$ cat src/rtl/mem_pkg.sv
// Types and constants shared by the stream reader, its output FIFO and the dual-port RAM.
package mem_pkg;

    localparam int MEM_ADDR_WIDTH = 6;
    localparam int MEM_DATA_WIDTH = 14;
    localparam int FIFO_DEPTH     = 2;
    localparam int FIFO_CNT_W     = $clog2(FIFO_DEPTH + 1);

    typedef enum logic [1:0] {
        IDLE  = 2'd0,
        RUN   = 2'd1,
        DRAIN = 2'd2,
        DONE  = 2'd3
    } state_t;

endpackage

$ cat src/rtl/stream_skid_fifo.sv
// Two-entry registered FIFO with a valid/ready output side; carries {last, data} words.
// Handshake: a beat transfers on a cycle with o_valid && i_ready; o_valid/o_data hold until then.
module stream_skid_fifo
    import mem_pkg::*;
#(
    parameter int WIDTH = MEM_DATA_WIDTH + 1
) (
    input  logic                  clk,
    input  logic                  rst_n,
    input  logic                  i_flush,
    input  logic                  i_push,
    input  logic [WIDTH-1:0]      i_data,
    output logic                  o_valid,
    input  logic                  i_ready,
    output logic [WIDTH-1:0]      o_data,
    output logic [FIFO_CNT_W-1:0] o_count
);

    localparam int PW = $clog2(FIFO_DEPTH);

    logic [WIDTH-1:0]      r_mem [FIFO_DEPTH];
    logic [PW-1:0]         r_rd;
    logic [PW-1:0]         r_wr;
    logic [FIFO_CNT_W-1:0] r_count;
    logic                  w_pop;

    assign w_pop   = (r_count != '0) & i_ready;
    assign o_valid = (r_count != '0);
    assign o_data  = r_mem[r_rd];
    assign o_count = r_count;

    // The writer never pushes into a full FIFO unless a pop frees a slot in the same cycle.
    always_ff @(posedge clk or negedge rst_n) begin
        if (!rst_n) begin
            for (int i = 0; i < FIFO_DEPTH; i++) r_mem[i] <= '0;
            r_rd    <= '0;
            r_wr    <= '0;
            r_count <= '0;
        end else if (i_flush) begin
            r_rd    <= '0;
            r_wr    <= '0;
            r_count <= '0;
        end else begin
            if (i_push) begin
                r_mem[r_wr] <= i_data;
                r_wr        <= r_wr + 1'b1;
            end
            if (w_pop) r_rd <= r_rd + 1'b1;
            r_count <= r_count + {{(FIFO_CNT_W-1){1'b0}}, i_push}
                               - {{(FIFO_CNT_W-1){1'b0}}, w_pop};
        end
    end

endmodule

$ cat src/rtl/mem_stream_reader.sv
// Walks an address range on one port of the synchronous-read RAM and streams each word out
// as a valid/ready beat, tagging the final word with out_last.
module mem_stream_reader
    import mem_pkg::*;
#(
    parameter int ADDR_WIDTH = MEM_ADDR_WIDTH,
    parameter int DATA_WIDTH = MEM_DATA_WIDTH
) (
    input  logic                  clk,
    input  logic                  rst_n,
    input  logic                  start,
    input  logic [ADDR_WIDTH-1:0] base_addr,
    input  logic [ADDR_WIDTH:0]   length,
    input  logic                  abort,
    output logic                  busy,
    output logic                  done,
    output logic [ADDR_WIDTH-1:0] mem_addr,
    output logic                  mem_write_en,
    output logic [DATA_WIDTH-1:0] mem_data_in,
    input  logic [DATA_WIDTH-1:0] mem_data_out,
    output logic [DATA_WIDTH-1:0] out_data,
    output logic                  out_valid,
    output logic                  out_last,
    input  logic                  out_ready,
    output state_t                dbg_state,
    output logic [FIFO_CNT_W-1:0] dbg_fifo_count
);

    localparam logic [ADDR_WIDTH:0] ONE_WORD = 1;

    state_t                  r_state;
    state_t                  w_state_next;
    logic [ADDR_WIDTH-1:0]   r_addr;
    logic [ADDR_WIDTH:0]     r_remaining;
    logic                    r_inflight;
    logic                    r_inflight_last;
    logic                    w_start;
    logic                    w_abort;
    logic                    w_pop;
    logic                    w_issue;
    logic [FIFO_CNT_W:0]     w_occupancy;
    logic [FIFO_CNT_W-1:0]   w_fifo_count;

    assign w_start = (r_state == IDLE) & start;
    assign w_abort = (r_state != IDLE) & abort;
    assign w_pop   = out_valid & out_ready;

    // Words already held plus the one coming back from the RAM, less the one leaving now.
    assign w_occupancy = {1'b0, w_fifo_count} + {{FIFO_CNT_W{1'b0}}, r_inflight}
                       - {{FIFO_CNT_W{1'b0}}, w_pop};
    assign w_issue     = (r_state == RUN) & ~w_abort & (w_occupancy < FIFO_CNT_W'(FIFO_DEPTH));

    always_comb begin
        w_state_next = r_state;
        case (r_state)
            IDLE:    if (start) w_state_next = (length != '0) ? RUN : DONE;
            RUN:     if (w_issue && r_remaining == ONE_WORD) w_state_next = DRAIN;
            DRAIN:   if (w_fifo_count == '0 && !r_inflight) w_state_next = DONE;
            DONE:    w_state_next = IDLE;
            default: w_state_next = IDLE;
        endcase
        if (w_abort) w_state_next = IDLE;
    end

    always_ff @(posedge clk or negedge rst_n) begin
        if (!rst_n) begin
            r_state         <= IDLE;
            r_addr          <= '0;
            r_remaining     <= '0;
            r_inflight      <= 1'b0;
            r_inflight_last <= 1'b0;
        end else begin
            r_state         <= w_state_next;
            r_inflight      <= w_issue;
            r_inflight_last <= w_issue & (r_remaining == ONE_WORD);
            if (w_start) begin
                r_addr      <= base_addr;
                r_remaining <= length;
            end else if (w_issue) begin
                r_addr      <= r_addr + 1'b1;
                r_remaining <= r_remaining - 1'b1;
            end
        end
    end

    stream_skid_fifo #(
        .WIDTH(DATA_WIDTH + 1)
    ) u_fifo (
        .clk     (clk),
        .rst_n   (rst_n),
        .i_flush (w_abort),
        .i_push  (r_inflight & ~w_abort),
        .i_data  ({r_inflight_last, mem_data_out}),
        .o_valid (out_valid),
        .i_ready (out_ready),
        .o_data  ({out_last, out_data}),
        .o_count (w_fifo_count)
    );

    assign busy           = (r_state != IDLE);
    assign done           = (r_state == DONE);
    assign mem_addr       = r_addr;
    assign mem_write_en   = 1'b0;
    assign mem_data_in    = '0;
    assign dbg_state      = r_state;
    assign dbg_fifo_count = w_fifo_count;

endmodule

$ cat config.mk
export PLATFORM = sky130hd
export DESIGN_NAME = mem_stream_reader
export DESIGN_NICKNAME = d
export VERILOG_FILES = /design/src/rtl/mem_pkg.sv /design/src/rtl/stream_skid_fifo.sv /design/src/rtl/mem_stream_reader.sv
export SDC_FILE = /design/constraint.sdc
export NUM_CORES = 1
export LEC_CHECK = 0
export ABC_AREA = 1
export BUFFER_PORTS_ARGS = -buffer_cell sky130_fd_sc_hd__buf_2
export CORE_ASPECT_RATIO = 0.6
export CORE_MARGIN = 2
export CORE_UTILIZATION = 47
export CTS_CLUSTER_DIAMETER = 50
export DETAILED_ROUTE_END_ITERATION = 16
export GPL_TIMING_DRIVEN = 0
export PLACE_DENSITY = 0.72
export SYNTH_ARGS = -nofsm -noshare
export SYNTH_HDL_FRONTEND = slang
export SYNTH_HIERARCHICAL = 1
export SYNTH_SLANG_ARGS = --single-unit
$ cat constraint.sdc
create_clock -name clk -period 3.1 [get_ports clk]
set_input_delay 0.31 -clock clk [delete_from_list [all_inputs] [get_ports clk]]
set_output_delay 0.31 -clock clk [all_outputs]
set_load 0.03 [all_outputs]
# == Word-level counts from Yosys, hierarchy flattened ==
# Index checks and enable logic that the tools add are counted.
# op_classes
n_mux,21
bitwise_logic,10
mul,0
magnitude_cmp,4
n_addsub,8
reduce_logical,14
n_shift,0
n_div,0
eq_ne,7
# op_table
cell,count
15-bit 2-to-1 mux,4
30-bit bitwise mux,1
15-bit demux with 1-bit select,1
7-bit 2-to-1 mux,2
2-bit 2-to-1 mux,6
6-bit 2-to-1 mux,2
2-bit nonzero test,5
2-bit case mux with 4 select lines,1
1-bit AND,7
"7-bit by 1-bit == test with 1-bit output, second input constant",1
7-bit nonzero test,1
"7-bit by 1-bit subtractor with 7-bit output, second input constant",1
"6-bit by 1-bit adder with 6-bit output, second input constant",1
"3-bit != test, second input constant",2
"2-bit == test, second input constant",2
"2-bit >= comparator, second input constant",2
2-bit logical NOT,2
1-bit 2-to-1 mux,4
1-bit NOT with 2-bit output,2
2-bit by 1-bit adder with 3-bit output,1
1-bit logical AND,3
"3-bit by 2-bit less-than comparator with 1-bit output, second input constant",1
"3-bit by 2-bit != test with 1-bit output, second input constant",1
3-bit AND reduction,1
9 further kinds,10
# word_totals
latchBits,0
input_bits,32
output_inout_bits,43
memories,0
ff_bits,51
ramBits,0
mem_bits_ro,0

# == Longest topological paths before layout ==
# Gate-level depths: netlist of the first run.
# logic_depth
ltp_word,9
ltp_mapped,14
depth_no_buf,14

# == Hierarchy ==
# The synthesis of the first run kept the hierarchy.
# by_module_without_submodules
mod,instances,area_each_um2,seq_area_each_um2,cells_per_inst
stream_skid_fifo,1,1624.1,850.8,190
mem_stream_reader,1,1373.8,425.4,192

# == Least setup slack after synthesis of the first run ==
# OpenSTA, ideal clock, no wires.
# synth_path
path_type,register to register
start,"register u_fifo.r_count[1], in the netlist u_fifo/o_count[1]"
end,register r_remaining[2]
path_stages_with_launch,14
setup_time_ns,0.074
period_less_slack_ns,2.789
n_path_buf,1
required_ns,3.026
t_arrival_ns,2.715
path_slack_ns,0.311
cell_sequence,dfrtp_1 inv_1 nand2_1 nand2_1 inv_1 ha_1 or2_2 fa_1 a21boi_1 nand3_2 nand2_2 buf_6 nand2_1 o21ai_2
# synth_via
elab_chain_len,6
elab_cells_between_ends,7
# synth_lines
item,line_no,text
"start, declared",stream_skid_fifo.sv:24,logic [FIFO_CNT_W-1:0] r_count;
"start signal, assigned",stream_skid_fifo.sv:49,"r_count <= r_count + {{(FIFO_CNT_W-1){1'b0}}, i_push}"
2-bit nonzero test,stream_skid_fifo.sv:28,assign o_valid = (r_count != '0);
net out_valid,mem_stream_reader.sv:22,"output logic out_valid,"
1-bit AND,mem_stream_reader.sv:46,assign w_pop = out_valid & out_ready;
3-bit by 1-bit subtractor with 3-bit output,mem_stream_reader.sv:50,"- {{FIFO_CNT_W{1'b0}}, w_pop};"
3-bit by 2-bit less-than comparator with 1-bit output,mem_stream_reader.sv:51,assign w_issue = (r_state == RUN) & ~w_abort & (w_occupancy < FIFO_CNT_W'(FIFO_DEPTH));
1-bit AND,mem_stream_reader.sv:51,
2-bit nonzero test (no source line),--,
"end signal, assigned",mem_stream_reader.sv:78,r_remaining <= length;
"end signal, assigned",mem_stream_reader.sv:81,r_remaining <= r_remaining - 1'b1;
"end, declared",mem_stream_reader.sv:34,logic [ADDR_WIDTH:0] r_remaining;
# The timed path passes the listed nets, and every way through them passes these cells.
# A chain may end at the register's enable or synchronous reset.

# == Final worst setup path of the first run ==
# layout_path
start,"register u_fifo.r_count[1], in the netlist u_fifo/o_count[1]"
end,register r_remaining[6]
# layout_via
elab_chain_len,6
elab_cells_between_ends,7
# layout_lines
item,line_no
branches (longest 2 deep; another with 2-bit by 1-bit adder with 3-bit output),--
3-bit by 1-bit subtractor with 3-bit output *,mem_stream_reader.sv:50
3-bit by 2-bit less-than comparator with 1-bit output *,mem_stream_reader.sv:51
1-bit AND *,mem_stream_reader.sv:51
2-bit nonzero test (no source line) *,--
# Mark *: on every way between the ends.

==> results.toml, run 1 <==
[detailed_routing]
drt-wirelength-per-cell_um = 11.4
drt_drc_violations_left = 0
detailedRoute.firstPassIterationCount = 4
detail_route.vias_per_cell = 4.66
routed-via-count = 2550
wl_met3_um = 328
top_signal_layer_used = "met4"
wl_met1_mm = 3.14
met2WireLength_mm = 2.74
route.antenna.remaining_nets = 0
drt-total-wl_mm = 6.23
detail_route.iter0.violations = 120

[global_route]
antenna_violations_before_repair = 0
first_global_vias = 2336
largest_net_degree_at_the_start_of_global_routing = 52
globalRouteOverflowTotal = 0
globalRouteTotalUtil_pct = 18.9
grt_first_pass_wirelength_mm = 10.6

[cells_and_area]
filler_cell_count = 595
ratio_of_cells_with_drive_above_1_in_the_final_layout_pct = 27.6
most-common-layout-cells = "sky130_fd_sc_hd__nand2_1 (147), sky130_fd_sc_hd__buf_2 (61), sky130_fd_sc_hd__dfrtp_1 (51), sky130_fd_sc_hd__inv_1 (38), sky130_fd_sc_hd__nor2_1 (21)"
multi_input_comb_area_um2 = 1400
area.growth.synth_to_final_pct = 18.6
nNetsFinal = 505
total_inserted_antenna_cells = 0
layout.cells.most_common = "sky130_fd_sc_hd__nand2_1"
finalNonFillerCells = 547
register_area_um2 = 1280

[clock_network]
root_buffer = "sky130_fd_sc_hd__clkbuf_8"
clockBufferDepth = 2
maximum_level_of_the_cts_h_tree = 2
clk-insertion-delay-late_ps = 300
clkSinkCount = 51
cts.reportedPaths.clkPinSlew_ps = 90
tritoncts.num_buffers = 5
tritoncts = "done"
cts_repair_resize_count = 0
holdBufCountCts = 0
cts_post_setup_buffers_inserted = 0

[logic_synthesis]
synthSimpleGateAreaFrac_pct = 29.0
synthesis.area_um2 = 3000
synth-compound-area-share_pct = 9.81
yosysSeqAreaShare_pct = 42.6
yosys.area_share.xor_xnor_pct = 1.17
postSynthAreaPerCell_um2 = 7.85
postSynthCellCount = 382
synth_top_area_share_pct = 42.6
synthesis.yosys.warnings = 6
post_synth_fa_ha_maj_area_fraction_pct = 4.84
synth_top_family_by_area = "simple AND/OR/NAND/NOR gates"
synth_cell_type_count = 28
synthMuxAreaShare_pct = 0
library_cell_with_the_largest_summed_area_after_synthesis = "sky130_fd_sc_hd__dfrtp_1"
yosys_register_bits = 51
synthTopCellsByArea = "sky130_fd_sc_hd__dfrtp_1 (43%), sky130_fd_sc_hd__nand2_1 (18%), sky130_fd_sc_hd__o21ai_2 (5.6%), sky130_fd_sc_hd__inv_1 (4.8%), sky130_fd_sc_hd__buf_4 (4.3%)"

[pwr]
vdd.ir_drop.worst_mv = 0.432
p_per_area_nw_per_um2 = 986
design_power_total_mw = 3.50
total_leakage_power_nw = 2.02

[critical_path]
setup.worst_path.start = "u_fifo/o_count[1]$_DFF_PN0_"
required_ps = 3330
worst-endpoint-arrival_ps = 2910
worst_r2r_path_depth = 12
worst-r2r-setup-slack_ps = 420
critical_path.endpoint = "r_remaining[6]$_DFFE_PN0P_"
maximum_fanout_encountered_on_the_critical_timing_path = 6
reg2reg_from = "u_fifo/o_count[1]$_DFF_PN0_"
end_kind = "register"
worst-setup-path-type = "register to register"
r2r_end = "r_remaining[6]$_DFFE_PN0P_"
worstSetupStartpointType = "register"

[timing]
final-hold-violation-count = 0
report.final.setup_viol = 0
period_share_pct = 86.4
final_setup_margin_ps = 423
timing.final.crit_period_ps = 2680
clock_skew_ps = 7.87
setup_tns_ps = 0
rsz0062_at_grt = "no"
worst_pin_slew_ps = 1110
maxClockFrequency_mhz = 374
max-slew-margin-rel_pct = 25.7
max_transition_viols_final = 0

[die]
placement_rows = 22
floorplan.die_area_um2 = 7050
die_w_um = 107
initial_utilization_pct = 48.8
boundaryPins = 75
core_um2 = 6140
die_y_um = 65.9

[run]
timing.max_cap.violations = 0

[place]
post_placement_worst_setup_slack_ps = 406
globalplace.congestion = 0.797
dp.final_hpwl_mm = 4.75
port-buffer-count = 59
dp.cells = 539

[hold_path]
min-delay-path-class = "input port to asynchronous set/reset pin"

[status]
outcome = "completed"
[layout make-up]
cell class,count,share of cell area [%]
multi-input combinational,278,39.4
sequential,51,35.9
timing repair buffer,59,8.31
buffer,26,6.09
inverter,41,4.40
tap,84,2.96
clock buffer,7,2.71
clock inverter,1,0.211
[power by group]
group / internal (mW) / switching, mW / leakage, nW
sequential: 0.948 / 0.210 / 0.657
combinational: 0.670 / 1.26 / 1.31
clock: 0.203 / 0.210 / 0.0505
[cell families after synthesis]
logic type,count (synthesis)
simple gates,204
xor+xnor,4
fa+ha+maj,11
other cells,1
compound gates,44
buf+inv,67
flops,51
[critical path, cell delays in order, from the launching register on]
cell	delay [ps]
sky130_fd_sc_hd__dfrtp_1	450
sky130_fd_sc_hd__inv_1	100
sky130_fd_sc_hd__nand2_1	100
sky130_fd_sc_hd__nand2_1	80
sky130_fd_sc_hd__inv_1	40
sky130_fd_sc_hd__ha_1	250
sky130_fd_sc_hd__or2_2	300
sky130_fd_sc_hd__fa_1	520
sky130_fd_sc_hd__a21boi_1	200
sky130_fd_sc_hd__nand3_2	150
sky130_fd_sc_hd__nor2_1	270
sky130_fd_sc_hd__nand2_1	90
sky130_fd_sc_hd__nand3_1	70
[layer usage]
metal  up-vias  global-route usage, %
met5         -                      0
met1      1172                   27.6
met2        57                   29.7
li1       1319                      -
met3         2                   2.86
met4         0                   4.38
[flip-flops by register name, summed over array words and instances (netlist names)]
signal	flops
u_fifo/r_rd	1
u_fifo/r_wr	1
u_fifo/r_mem	30
r_inflight_last	1
mem_addr	6
r_inflight	1
r_remaining	7
dbg_state	2
u_fifo/o_count	2
[Yosys cell counts (all sizes together)]
cell type	number
nor2	25
nand4	3
or2	3
xnor2	3
conb	1
inv	41
buf	26
fa	1
nand3	21
xor2	1
a21oi	2
a21boi	1
nand3b	3
ha	10
nand2	149
dfrtp	51
o21ai	41
[how the worst min path moves through the flow]
stage / to / slack (ps)
global placement: u_fifo/r_mem[13]$_DFFE_PN0P_ / 460
finish: mem_addr[3]$_DFFE_PN0P_ / 210
global route: mem_addr[4]$_DFFE_PN0P_ / 230
detailed placement: u_fifo/r_mem[1]$_DFFE_PN0P_ / 470
CTS: mem_addr[4]$_DFFE_PN0P_ / 220
floorplan: dbg_state[0]$_DFFE_PN0P_ / 10
[per-stage QoR]
step,area (um2),hold WS (ps),util [%]
3_5_place_dp,3450,472,56.2
4_1_cts,3550,224,57.9
6_report,3550,215,57.9
3_3_place_gp,3450,465,56.2
2_1_floorplan,3050,14.4,-
5_1_grt,3550,227,57.9
(Power assumes the default switching activity.)
==> run 2: changes to the inputs <==
Settings changed: BUFFER_PORTS_ARGS -buffer_cell sky130_fd_sc_hd__buf_2 to -buffer_cell sky130_fd_sc_hd__clkbuf_2, CTS_CLUSTER_SIZE from default to 40, PLACE_DENSITY 0.72 to 0.78.
==> run 2 against run 1 <==
  * Critical path depth grew 1
  * Worst setup slack lost 71 ps
  * Global-route usage grew 0.68 points
  * Clock skew is essentially flat
  * Combinational power is essentially flat
  * Hold slack gained 13 ps
  * Non-clock buffer count grew 2
  * Die area is the same
  * Sequential share of layout area shrank 0.58 points
  * Clock power grew 30%
  * Utilization grew 0.96 points
  * Largest cell class unchanged
  * Largest power group unchanged
==> results.toml, run 2 (synthesis results as in run 1) <==
[place]
port-buffer-count = 59
post_placement_worst_setup_slack_ps = 401
dp.cells = 539
dp.final_hpwl_mm = 4.74
globalplace.congestion = 0.798

[cells_and_area]
finalNonFillerCells = 549
filler_cell_count = 559
layout.cells.most_common = "sky130_fd_sc_hd__nand2_1"
largest_reg_flops = 30
area.growth.synth_to_final_pct = 20.5
most-common-layout-cells = "sky130_fd_sc_hd__nand2_1 (147), sky130_fd_sc_hd__clkbuf_2 (58), sky130_fd_sc_hd__dfrtp_1 (51), sky130_fd_sc_hd__inv_1 (38), sky130_fd_sc_hd__nor2_1 (21)"
largest-register = "u_fifo/r_mem"
nNetsFinal = 507
fin_util_pct = 58.9
total_inserted_antenna_cells = 0
ratio_of_cells_with_drive_above_1_in_the_final_layout_pct = 27.5

[clock_network]
cts_post_setup_buffers_inserted = 0
root_buffer = "sky130_fd_sc_hd__clkbuf_8"
clk-insertion-delay-late_ps = 300
tritoncts.num_buffers = 5
cts.reportedPaths.clkPinSlew_ps = 90
cts_repair_resize_count = 0
tritoncts = "done"
holdBufCountCts = 0
clkSinkCount = 51
clockBufferDepth = 2
maximum_level_of_the_cts_h_tree = 2

[die]
die_y_um = 65.9
placement_rows = 22
floorplan.die_area_um2 = 7050
core_um2 = 6140
boundaryPins = 75
die_w_um = 107
initial_utilization_pct = 48.8

[timing]
rsz0062_at_grt = "no"
setup_tns_ps = 0
final_setup_margin_ps = 352
timing.final.crit_period_ps = 2750
final-hold-violation-count = 0
max_transition_viols_final = 0
clock_skew_ps = 8.11
maxClockFrequency_mhz = 364
report.final.setup_viol = 0
period_share_pct = 88.6

[critical_path]
worst_r2r_path_depth = 13
worst-r2r-setup-slack_ps = 350
required_ps = 3340
worst-setup-path-type = "register to register"
r2r_end = "r_remaining[2]$_DFFE_PN0P_"
end_kind = "register"
worstSetupStartpointType = "register"
maximum_fanout_encountered_on_the_critical_timing_path = 10
reg2reg_from = "u_fifo/o_count[1]$_DFF_PN0_"
worst-endpoint-arrival_ps = 2990

[global_route]
globalRouteOverflowTotal = 0
antenna_violations_before_repair = 0
globalRouteTotalUtil_pct = 19.6
grt_first_pass_wirelength_mm = 10.9
largest_net_degree_at_the_start_of_global_routing = 52
first_global_vias = 2424

[detailed_routing]
drt-wirelength-per-cell_um = 11.4
detail_route.iter0.violations = 124
detail_route.vias_per_cell = 4.63
drt-total-wl_mm = 6.27
drt_drc_violations_left = 0
routed-via-count = 2541
route.antenna.remaining_nets = 0
detailedRoute.firstPassIterationCount = 4

[pwr]
vdd.ir_drop.worst_mv = 0.476
p_per_area_nw_per_um2 = 1010
power_switching_share_pct = 46.9
total_leakage_power_nw = 2.04
net-switching-power_mw = 1.71
comb_power_share_pct = 53.4
seqPwrFrac_pct = 31.9
cell_internal_pwr_mw = 1.94
power_frac_clock_pct = 14.7

[hold_path]
worst_hold_startpoint = "base_addr[4]"
min_delay_path_depth = 3
min-delay-path-class = "input port to register"
holdPathEnd = "mem_addr[4]$_DFFE_PN0P_"

[run]
timing.max_cap.violations = 0

[status]
outcome = "completed"
[run 2: through the flow]
step	hold WS (ps)	power [mW]	cell area [um2]
floorplan	14.4	2.63	3050
CTS	218	3.67	3580
global route	237	3.97	3610
global placement	465	3.06	3450
detailed placement	467	3.12	3450
finish	228	3.65	3610
[run 2: how the worst max path moves through the flow]
stage                                       to  slack (ps)                         from  cells past startpoint
CTS                 r_remaining[2]$_DFFE_PN0P_         360  u_fifo/o_count[1]$_DFF_PN0_                     13
global placement    r_remaining[2]$_DFFE_PN0P_         440  u_fifo/o_count[1]$_DFF_PN0_                     13
detailed placement  r_remaining[2]$_DFFE_PN0P_         400  u_fifo/o_count[1]$_DFF_PN0_                     13
floorplan           r_remaining[2]$_DFFE_PN0P_         310  u_fifo/o_count[1]$_DFF_PN0_                     13
finish              r_remaining[2]$_DFFE_PN0P_         350  u_fifo/o_count[1]$_DFF_PN0_                     13
global route        r_remaining[6]$_DFFE_PN0P_         200  u_fifo/o_count[1]$_DFF_PN0_                     12
[run 2: area by class of cell]
class	instances	area, um2	area share (%)
buffer	26	216	5.99
multi-input combinational	278	1400	38.8
clock inverter	2	60.1	1.66
timing repair buffer	61	325	9.00
sequential	51	1280	35.3
inverter	41	156	4.33
tap	84	105	2.91
clock buffer	6	72.6	2.01
[run 2: critical path, stage by stage, from the launching register on]
cell,delay (ps)
sky130_fd_sc_hd__dfrtp_1,460
sky130_fd_sc_hd__inv_1,100
sky130_fd_sc_hd__nand2_1,130
sky130_fd_sc_hd__nand2_1,110
sky130_fd_sc_hd__inv_1,40
sky130_fd_sc_hd__ha_1,270
sky130_fd_sc_hd__or2_2,310
sky130_fd_sc_hd__fa_1,510
sky130_fd_sc_hd__a21boi_1,190
sky130_fd_sc_hd__nand3_2,140
sky130_fd_sc_hd__nand2_2,130
sky130_fd_sc_hd__buf_6,170
sky130_fd_sc_hd__nand2_1,80
sky130_fd_sc_hd__o21ai_2,50
[run 2: metal layers]
layer | GRT usage (%) | vias up | wire length (um)
li1 | - | 1321 | -
met1 | 27.5 | 1153 | 3000
met2 | 31.6 | 63 | 2810
met3 | 3.65 | 4 | 402
met4 | 4.87 | 0 | 53
met5 | 0 | - | 0
[run 2: power groups by stage]
stage	combinational [mW]	clock (mW)	sequential, mW
floorplan	1.40	0	1.24
global placement	1.90	0	1.16
detailed placement	1.95	0	1.17
CTS	1.96	0.551	1.16
global route	2.19	0.575	1.21
finish	1.95	0.538	1.17
